--- src/rtl/seg7_scan_driver.sv ---
// seg7_scan_driver: time-multiplexed hex 7-segment driver with per-digit blanking and decimal points.
// Optional LEADING_ZERO_BLANK_EN auto-blanks leading zero digits above digit 0.
module seg7_scan_driver #(
    parameter int NUM_DIGITS = 4,
    parameter int SCAN_DIV   = 50000,
    parameter bit ACTIVE_LOW = 1'b1
) (
    input  logic                    clk,
    input  logic                    rst,
    input  logic [4*NUM_DIGITS-1:0] value,
    input  logic                    load,
    input  logic [NUM_DIGITS-1:0]   dp_in,
    input  logic [NUM_DIGITS-1:0]   blank_in,
    output logic [6:0]              seg,
    output logic                    dp,
    output logic [NUM_DIGITS-1:0]   an
);
    localparam int IW = NUM_DIGITS > 1 ? $clog2(NUM_DIGITS) : 1;
    localparam int CW = $clog2(SCAN_DIV);
    logic [4*NUM_DIGITS-1:0] sh_val;
    logic [NUM_DIGITS-1:0]   sh_dp, sh_blank, blk, an_on;
    logic [CW-1:0]           cnt;
    logic [IW-1:0]           idx;
    logic [3:0]              nib;
    logic [6:0]              font, seg_on;
    logic                    dp_on, tick;
    assign tick   = cnt == CW'(SCAN_DIV - 1);
    assign nib    = sh_val[{idx, 2'b00} +: 4];
    assign seg_on = blk[idx] ? 7'h00 : font;
    assign dp_on  = sh_dp[idx] & ~blk[idx];
    assign an_on  = NUM_DIGITS'(1) << idx;
    always_comb begin
        case (nib)
            4'h0: font = 7'h3F;
            4'h1: font = 7'h06;
            4'h2: font = 7'h5B;
            4'h3: font = 7'h4F;
            4'h4: font = 7'h66;
            4'h5: font = 7'h6D;
            4'h6: font = 7'h7D;
            4'h7: font = 7'h07;
            4'h8: font = 7'h7F;
            4'h9: font = 7'h6F;
            4'hA: font = 7'h77;
            4'hB: font = 7'h7C;
            4'hC: font = 7'h39;
            4'hD: font = 7'h5E;
            4'hE: font = 7'h79;
            default: font = 7'h71;
        endcase
    end
`ifdef LEADING_ZERO_BLANK_EN
    // zero stays set while every nibble from the top down to digit i is 0
    always_comb begin
        logic zero;
        zero = 1'b1;
        blk  = sh_blank;
        for (int i = NUM_DIGITS - 1; i > 0; i--) begin
            zero   = zero & (sh_val[4*i +: 4] == 4'h0);
            blk[i] = blk[i] | zero;
        end
    end
`else
    assign blk = sh_blank;
`endif
    always_ff @(posedge clk) begin
        if (rst) begin
            sh_val   <= '0;
            sh_dp    <= '0;
            sh_blank <= '0;
            cnt      <= '0;
            idx      <= '0;
            seg      <= {7{ACTIVE_LOW}};
            dp       <= ACTIVE_LOW;
            an       <= {NUM_DIGITS{ACTIVE_LOW}};
        end else begin
            if (load) begin
                sh_val   <= value;
                sh_dp    <= dp_in;
                sh_blank <= blank_in;
            end
            cnt <= tick ? '0 : cnt + 1'b1;
            if (tick) idx <= idx == IW'(NUM_DIGITS - 1) ? '0 : idx + 1'b1;
            seg <= seg_on ^ {7{ACTIVE_LOW}};
            dp  <= dp_on ^ ACTIVE_LOW;
            an  <= an_on ^ {NUM_DIGITS{ACTIVE_LOW}};
        end
    end
endmodule
--- config.mk ---
export PLATFORM = sky130hd
export DESIGN_NAME = seg7_scan_driver
export DESIGN_NICKNAME = d
export VERILOG_FILES = /design/src/rtl/seg7_scan_driver.sv
export SDC_FILE = /design/constraint.sdc
export NUM_CORES = 1
export LEC_CHECK = 0
export CORE_MARGIN = 2
export CORE_UTILIZATION = 40
export CTS_CLUSTER_SIZE = 8
export DETAILED_ROUTE_END_ITERATION = 16
export GPL_TIMING_DRIVEN = 1
export PLACE_DENSITY = 0.68
export RECOVER_POWER = 50
export SYNTH_ARGS = -nofsm -noshare
export SYNTH_HDL_FRONTEND = slang
export SYNTH_SLANG_ARGS = --single-unit
--- constraint.sdc ---
create_clock -name clk -period 3.39 [get_ports clk]
set_input_delay 0.5085 -clock clk [delete_from_list [all_inputs] [get_ports clk]]
set_output_delay 0.5085 -clock clk [all_outputs]
set_load 0.02 [all_outputs]
==> results of run 1 <==
path summary, 6_finish.rpt:
check	cells after the start	to	from
min	1	cnt[0]	cnt[0]
max	4	sh_val[3]	load
max reg2reg	6	seg[3]	idx[0]
min reg2reg	1	cnt[0]	cnt[0]
through the flow:
stage	utilization (%)	area [um^2]	cells	setup WS (ps)	total power [mW]
2_1_floorplan	-	2357	231	1591	0.7773
3_3_place_gp	49.46	2774	330	1290	0.8410
3_5_place_dp	49.46	2774	330	1210	0.8428
4_1_cts	51.41	2883	338	1194	1.272
5_1_grt	51.27	2875	338	761.2	1.312
6_report	51.27	2875	338	913.0	1.253
registers in the layout, summed over array words and instances (netlist names):
register / count
an: 4
blk: 4
cnt: 16
dp: 1
idx: 2
seg: 7
sh_dp: 4
sh_val: 16
per-layer routing:
| layer | GRT usage [%] | vias to the layer above |
|---|---|---|
| li1 | - | 867 |
| met1 | 18.49 | 763 |
| met2 | 24.17 | 26 |
| met3 | 3.889 | 7 |
| met4 | 7.119 | 0 |
| met5 | 0 | - |
cell families after synthesis:
logic type                 after synthesis  synth area share, %
and+or+nand+nor                         82                17.57
DFF                                     54                45.86
AOI/OAI and AO/OA                       18                4.777
adders and majority gates               11                5.839
buffers and inverters                   21                4.193
xor gates and xnor gates                11                4.087
muxes                                   34                17.68
placed cells by master, fill, tap and decap left out, drive strengths merged, types with 6 or more instances in the layout:
cell,n
dfxtp,54
ha,11
inv,8
mux4,6
nand2b,7
a21oi,7
xor2,8
nor2,40
clkbuf,7
mux2i,27
nand4,6
clkdlybuf4s50,34
nand2,7
cell type report:
type                            count  area, um^2
Fill cell                         524        2733
Inverter                            8       30.03
Clock buffer                        5       68.82
Clock inverter                      3       40.04
Multi-Input combinational cell    156        1177
Timing Repair Buffer               40       387.9
Sequential cell                    54        1081
Tap cell                           72       90.09
worst reg2reg max path: cells and delay by family, from the launching register on:
kind                     cells  cell delay (ps)
multiplexers                 2              750
AND/OR/NAND/NOR              1              190
AO/OA/AOI/OAI                1              130
buffers and inverters        1              130
adder cells (fa/ha/maj)      1              240
flip-flops                   1              680
power breakdown:
| part | internal (mW) | switching [mW] |
|---|---|---|
| clock | 0.218 | 0.209 |
| sequential | 0.663 | 0.0127 |
| combinational | 0.0823 | 0.0680 |
==> summary.md, run 1 <==
| Metric | Value |
|---|---|
| Post-Syn Instances | `231` |
| Most common library cells after synthesis | `dfxtp_1 (54), nor2_1 (39), mux2i_1 (27)` |
| Synth top area share | `45.86%` |
| Crit-path cells | `dlygate4sd3_1 -> clkbuf_1 -> mux2i_1 -> nor2_1` |
| Worst-path maximum fanout | `24` |
| Final hold violation count | `0` |
| Met3 WL post-DR | `175 um` |
| Hpwl dp | `3104 um` |
| Avg Inst Size Synth | `10.20 um^2` |
| Buf+Inv Stages, Crit Path | `2` |
| Fin Setup TNS | `0 ps` |
| TritonCTS clock tree | `done` |
| DR DRC count | `0` |
| Most frequent cell after synthesis | `dfxtp_1` |
| Yosys top cell by area | `dfxtp_1` |
| H-tree depth | `2` |
| CP Launch Type | `input port` |
| DRT Wirelength | `4305 um` |
| Top cell family by delay on the critical path | `buffers and inverters` |
| Share of cells above drive strength 1 | `6.391%` |
| Leading cell types by total area after synthesis | `dfxtp_1 (46%), mux2i_1 (11%), nor2_1 (6.2%)` |
| Area Overhead vs Synth | `21.97%` |
| Via count | `1,663` |
| Max-slew violations | `25` |
| # hold bufs at CTS | `0` |
| Clk buf depth | `2` |
| Number of synthesized flops with an enable pin | `0` |
| Routability cong. | `0.8325` |
| Gr ovfl total | `0` |
| RSZ-0062 raised after global routing | `no` |
| Crit Path Category | `in2reg` |
| Core footprint | `5608 um^2` |
| Lkg Pwr | `1.140 nW` |
| CTS root buf | `clkbuf_8` |
| Synthesized cell area | `2357 um^2` |
| Critical path arrival | `2650 ps` |
| Tcrit/Tclk final | `73.07%` |
| Clock sink total | `54` |
| Post-synthesis sequential area ratio | `45.86%` |
| Hold_ws | `462.5 ps` |
| Top sig layer | `met4` |
| WL/cell | `12.74 um` |
| Pwr/cell area | `435.7 nW/um^2` |
| Num CTS Buffers | `5` |
| Max Clock Skew | `7.580 ps` |
| Worst path max stage delay | `1230 ps` |
| IO Pins | `39` |
| Antenna-violating nets left | `0` |
| Initial antenna violation count | `0` |
| Fin crit period | `2477 ps` |
| Nets | `303` |
| Unique masters post-synth | `36` |
| Wire length on met2 | `1964 um` |
| HP Class | `reg2reg` |
| Fmax | `0.4037 GHz` |
| Chip height | `80.77 um` |
| Clk Latency, worst-skew pair | `310 ps` |
| Fraction of registers with async set/reset | `0%` |
| Critical Path RT | `3560 ps` |
| Inserted Diodes | `0` |
| CP endpoint kind | `flip-flop` |
| Setup Viol. Count Final | `0` |
| Setup bufs post-CTS | `0` |
| Buffers on Ports | `38` |
| VDD IR max | `0.2759 mV` |
| Chip width | `80.77 um` |
| Wire length on met1 | `2091 um` |
| Vias in the first global route | `1,668` |
| DR pass1 iterations | `4` |
| Worst path slowest cell | `clkbuf_1` |
| Initial DRC Count | `59` |
| Pin count of the biggest net entering global routing | `25` |
| Slew @ Worst Pin | `1711 ps` |
| Max-Cap Viols | `1` |
| Reg2Reg Setup Slack | `1210 ps` |
| DIE AREA | `6523 um^2` |
| Syn Nets | `269` |
| Tot GR Track Use | `14.89%` |
| Status | `finished, violations left` |
| First-pass GRT wire length | `7541 um` |
| Post-cts resize count | `0` |
| Relative slew slack | `-14.07%` |
| Register bit total from synthesis | `54` |
| Starting Density | `42.03%` |
| Ys flop type | `dfxtp_1` |
| Via/cell ratio | `4.920` |
| Yosys warns | `0` |
| Failing checks | `max-capacitance violations, max-slew violations` |
| Row count | `27` |
| Clock transition at the registers of the reported paths | `100 ps` |
Note: power is estimated with default switching activity, not from simulation.
==> inputs of run 2 (changes only) <==
==> constraint.sdc (replaced) <==
create_clock -name clk -period 2.3 [get_ports clk]
set_input_delay 0.345 -clock clk [delete_from_list [all_inputs] [get_ports clk]]
set_output_delay 0.345 -clock clk [all_outputs]
set_load 0.02 [all_outputs]
==> summary.md, run 2 (same netlist as run 1, synthesis figures left out) <==
| Metric | Value |
|---|---|
| Critical path arrival | `2180 ps (-470 ps)` |
| DIE AREA | `6523 um^2 (unchanged)` |
| Post-cts resize count | `0 (unchanged)` |
| Commonest non-fill, non-tap cells in the layout | `dfxtp_1 (54), nor2_1 (39), clkdlybuf4s50_1 (33), mux2i_1 (27), ha_1 (11)` |
| Comb pwr share | `12.8% (+0.8 points)` |
| Slew @ Worst Pin | `900.7 ps (-810.3 ps)` |
| Crit-path cells | `mux4_2 -> inv_1 -> ha_1 -> mux2i_1 -> and3_1 -> a31oi_1` |
| Worst Setup SP | `idx[0]` |
| Max Clock Skew | `8.990 ps (+1.410 ps)` |
| Flop pwr share | `57.7% (+3.7 points)` |
| Vias in the first global route | `1,621 (-2.8%)` |
| Worst R2R Start | `idx[0]` |
| CP Launch Type | `flip-flop` |
| Worst path max stage delay | `620 ps (-610 ps)` |
| Pin count of the biggest net entering global routing | `25 (unchanged)` |
| RSZ-0062 raised after global routing | `no` |
| CTS root buf | `clkbuf_8` |
| Fmax | `0.5141 GHz` |
| Largest registers | `cnt x16, sh_val x16, seg x7` |
| Top cell family by delay on the critical path | `multiplexers` |
| Starting Density | `42.03% (unchanged)` |
| Overall Power | `1.727 mW (+38%)` |
| Worst-path maximum fanout | `6 (-75%)` |
| Nets | `305 (+0.66%)` |
| Max-Cap Viols | `0 (-1)` |
| Core footprint | `5608 um^2 (unchanged)` |
| Via/cell ratio | `4.950 (+0.60%)` |
| TritonCTS clock tree | `done` |
| Inserted Diodes | `0 (unchanged)` |
| Final hold violation count | `0 (unchanged)` |
| Crit Path Category | `reg2reg` |
| H-tree depth | `2 (unchanged)` |
| Antenna-violating nets left | `0 (unchanged)` |
| Chip height | `80.77 um (unchanged)` |
| CP endpoint kind | `flip-flop` |
| DRT Wirelength | `4312 um (+0.16%)` |
| Power Internal | `1.331 mW (+38%)` |
| Pwr/cell area | `602.8 nW/um^2 (+38%)` |
| Critical Path RT | `2540 ps (-1020 ps)` |
| WL/cell | `12.76 um (+0.16%)` |
| Initial DRC Count | `43 (-27%)` |
| Clock sink total | `54 (unchanged)` |
| Switching share of total power | `22.96% (-0.14 points)` |
| Worst path slowest cell | `mux4_2` |
| Tot GR Track Use | `14.34% (-0.55 points)` |
| Chip width | `80.77 um (unchanged)` |
| Filler cells | `551 (+5.2%)` |
| Lkg Pwr | `1.139 nW (about the same)` |
| Most common cell after layout, fill and taps aside | `dfxtp_1` |
| Setup bufs post-CTS | `0 (unchanged)` |
| VDD IR max | `0.2163 mV (-22%)` |
| Clock network power share | `29.5% (-4.5 points)` |
| Max-slew violations | `0 (-100%)` |
| Relative slew slack | `39.95% (+54 points)` |
| Row count | `27 (unchanged)` |
| Clk buf depth | `2 (unchanged)` |
| First-pass GRT wire length | `7348 um (-2.6%)` |
| Fin Setup TNS | `0 ps (unchanged)` |
| IO Pins | `39 (unchanged)` |
| Hold Crit Start | `cnt[0]` |
| DR pass1 iterations | `4 (unchanged)` |
| Via count | `1,673 (+0.60%)` |
| # hold bufs at CTS | `0 (unchanged)` |
| Routability cong. | `0.8531 (+2.5%)` |
| Buf+Inv Stages, Crit Path | `1 (-1)` |
| Tcrit/Tclk final | `84.57%` |
| Clk Latency, worst-skew pair | `300 ps (about the same)` |
| Clock transition at the registers of the reported paths | `90 ps (about the same)` |
| Area Overhead vs Synth | `21.55%` |
| Hold_ws | `451.3 ps (-11.23 ps)` |
| DR DRC count | `0 (unchanged)` |
| Initial antenna violation count | `0 (unchanged)` |
| Setup ws final | `355.0 ps (-558.1 ps)` |
| Buffers on Ports | `38 (unchanged)` |
| Num CTS Buffers | `5 (unchanged)` |
| Status | `completed` |
| Switching power | `0.3966 mW (+37%)` |
| Share of cells above drive strength 1 | `6.767% (+0.38 points)` |
| Fin crit period | `1945 ps` |
| HP Class | `reg2reg` |
| Setup Viol. Count Final | `0 (unchanged)` |
| Hpwl dp | `3112 um (+0.24%)` |
| Gr ovfl total | `0 (unchanged)` |
| Pre-CTS setup slack | `383.8 ps (-825.7 ps)` |
run 2: cell count changes in the layout (fill, tap and decap cells not counted), sizes merged:
cell           before  now
bufinv              1    0
clkbuf              7    8
clkdlybuf4s50      34   33
clkinv              2    0
buf                 0    2
dlygate4sd3         4    5
run 2: cell type report:
type	instances	area, um^2	area share (%)
clock buffers	6	82.58	2.882
well taps	72	90.09	3.144
multi-input cells	156	1177	41.09
inverters	8	30.03	1.048
flip-flops and latches	54	1081	37.73
repair buffers	42	404.1	14.10
run 2: routing by layer:
| metal | vias up | GRT usage (%) | share of wire [%] |
|---|---|---|---|
| met5 | - | 0 | 0 |
| met4 | 0 | 4.407 | 1.1 |
| met3 | 5 | 3.889 | 4.8 |
| met2 | 31 | 23.33 | 44 |
| met1 | 770 | 18.68 | 50 |
| li1 | 867 | - | - |
run 2: final timing paths:
kind	endpoint	slack (ps)	cells after the start
setup / recovery	seg[3]	350	6
hold / removal	cnt[0]	450	1
setup reg to reg	seg[3]	350	6
hold reg to reg	cnt[0]	450	1
run 2: metrics by stage:
step / std cells / util [%] / cell area, um^2
2_1_floorplan: 231 / - / 2357
3_3_place_gp: 332 / 49.73 / 2789
3_5_place_dp: 332 / 49.73 / 2789
4_1_cts: 338 / 51.20 / 2872
5_1_grt: 338 / 51.09 / 2865
6_report: 338 / 51.09 / 2865
run 2: power by group through the flow:
stage	clock (mW)	sequential, mW	combinational (mW)
after detailed placement	0	1.02	0.225
after CTS	0.531	0.997	0.226
final	0.510	0.996	0.221
after global routing	0.571	1.00	0.242
after floorplan	0	1.03	0.114
after global placement	0	1.02	0.223
==> inputs of run 3 (changes only) <==
==> constraint.sdc (replaced) <==
create_clock -name clk -period 2 [get_ports clk]
set_input_delay 0.3 -clock clk [delete_from_list [all_inputs] [get_ports clk]]
set_output_delay 0.3 -clock clk [all_outputs]
set_load 0.02 [all_outputs]
==> summary.md, run 3 (same netlist as run 1, synthesis figures left out) <==
| Metric | Value |
|---|---|
| Fin Setup TNS | `0 ps (unchanged)` |
| Max Clock Skew | `11.66 ps (+2.672 ps)` |
| First-pass GRT wire length | `7569 um (+3.0%)` |
| Hpwl dp | `3126 um (+0.47%)` |
| Setup bufs post-CTS | `0 (unchanged)` |
| Overall Power | `2.288 mW (+32%)` |
| CP Launch Type | `flip-flop` |
| Status | `completed` |
| Starting Density | `42.03% (unchanged)` |
| Setup Viol. Count Final | `0 (unchanged)` |
| IO Pins | `39 (unchanged)` |
| Fin crit period | `1846 ps (-98.79 ps)` |
| Relative slew slack | `39.14% (-0.81 points)` |
| Tcrit/Tclk final | `92.31% (+7.7 points)` |
| Tot GR Track Use | `15.00% (+0.65 points)` |
| Max-slew violations | `0 (unchanged)` |
| Critical path arrival | `2080 ps (-100 ps)` |
| Gr ovfl total | `0 (unchanged)` |
| HP Class | `reg2reg` |
| DIE AREA | `6523 um^2 (unchanged)` |
| Area after DPL | `2809 um^2 (+0.72%)` |
| Nets | `306 (+0.33%)` |
| DR pass1 iterations | `4 (unchanged)` |
| Clock sink total | `54 (unchanged)` |
| WL/cell | `13.09 um (+2.6%)` |
| Lkg Pwr | `1.166 nW (+2.3%)` |
| Clk Latency, worst-skew pair | `300 ps (about the same)` |
| GRT met1 Usage | `19.22% (+0.53 points)` |
| Fmax | `0.5416 GHz (+5.4%)` |
| Setup ws final | `153.7 ps (-201.2 ps)` |
| # hold bufs at CTS | `0 (unchanged)` |
| TritonCTS clock tree | `done` |
| CP endpoint kind | `flip-flop` |
| Initial DRC Count | `67 (+56%)` |
| H-tree depth | `2 (unchanged)` |
| Slew @ Worst Pin | `912.9 ps (+12.17 ps)` |
| Vias in the first global route | `1,592 (-1.8%)` |
| Max-Cap Viols | `0 (unchanged)` |
| Antenna-violating nets left | `0 (unchanged)` |
| Critical Path RT | `2240 ps (-300 ps)` |
| Area Overhead vs Synth | `24.42%` |
| Clk buf depth | `2 (unchanged)` |
| Num CTS Buffers | `5 (unchanged)` |
| Pwr/cell area | `780.0 nW/um^2 (+29%)` |
| Largest registers | `cnt x16, sh_val x16, seg x7` |
| Routability cong. | `0.8631 (+1.2%)` |
| Via/cell ratio | `4.974 (+0.48%)` |
| Pin count of the biggest net entering global routing | `25 (unchanged)` |
| RSZ-0062 raised after global routing | `no` |
| Worst-path maximum fanout | `6 (unchanged)` |
| Most common cell after layout, fill and taps aside | `dfxtp_1` |
| DRT Wirelength | `4465 um (+3.5%)` |
| Core footprint | `5608 um^2 (unchanged)` |
| Pre-CTS setup slack | `28.72 ps (-355.1 ps)` |
| Filler cells | `522 (-5.3%)` |
| Via count | `1,696 (+1.4%)` |
| Final hold violation count | `0 (unchanged)` |
| GRT Max-Usage Layer | `met2` |
| CTS root buf | `clkbuf_8` |
| Chip height | `80.77 um (unchanged)` |
| Post-cts resize count | `0 (unchanged)` |
| Hold_ws | `457.9 ps (+6.633 ps)` |
| DR DRC count | `0 (unchanged)` |
| Inserted Diodes | `0 (unchanged)` |
| Final instance area | `2933 um^2 (+2.4%)` |
| Buffers on Ports | `38 (unchanged)` |
| Share of cells above drive strength 1 | `8.178% (+1.4 points)` |
| Clock transition at the registers of the reported paths | `100 ps (about the same)` |
| Row count | `27 (unchanged)` |
| Initial antenna violation count | `0 (unchanged)` |
| Met3 Usage GRT | `3.889% (unchanged)` |
| VDD IR max | `0.3450 mV (+59%)` |
| Commonest non-fill, non-tap cells in the layout | `dfxtp_1 (53), nor2_1 (39), clkdlybuf4s50_1 (33), mux2i_1 (27), ha_1 (10)` |
| Met2 usage | `24.42% (+1.1 points)` |
| Chip width | `80.77 um (unchanged)` |
| Crit Path Category | `reg2reg` |
==> run 3: cell types whose count changed in the layout (fill, tap and decap cells not counted), sizes merged <==
cell	delta
bufinv	+2
clkbuf	+1
==> run 3: worst max-delay path, stage by stage, from the launching register on <==
cell and delay [ps]:
dfxtp_2 420, mux4_2 600, inv_1 140, ha_2 240
mux2i_1 80, and3_1 180, a31oi_1 120
==> run 3: per-stage QoR <==
step | utilization, % | cells
floorplan | - | 231
global placement | 50.09 | 333
detailed placement | 50.09 | 333
CTS | 52.63 | 341
global route | 52.30 | 341
finish | 52.30 | 341
==> run 3: power breakdown <==
group          switching [mW]  internal (mW)
clock network           0.351          0.534
logic                   0.117          0.139
registers              0.0218           1.12
total                   0.490           1.80
==> run 3: cell type report <==
cell class	count	area (um^2)	share of cell area, %
Clock buffer	6	82.58	2.816
Clock inverter	2	60.06	2.048
Inverter	8	30.03	1.024
Multi-Input combinational cell	156	1180	40.23
Sequential cell	54	1082	36.90
Tap cell	72	90.09	3.072
Timing Repair Buffer	43	407.9	13.91
==> run 3: worst paths after layout <==
path                            endpoint  slack (ps)   start  cells after the start
worst max register to register    seg[3]         150  idx[0]                      6
worst max-delay path              seg[3]         150  idx[0]                      6
worst min-delay path              cnt[0]         460  cnt[0]                      1
worst min register to register    cnt[0]         460  cnt[0]                      1
==> run 3: metal layers <==
layer / vias to the layer above / share of wire [%]
met3: 2 / 4.0
met4: 0 / 0.83
met5: - / 0
met2: 31 / 45
met1: 793 / 50
li1: 870 / -
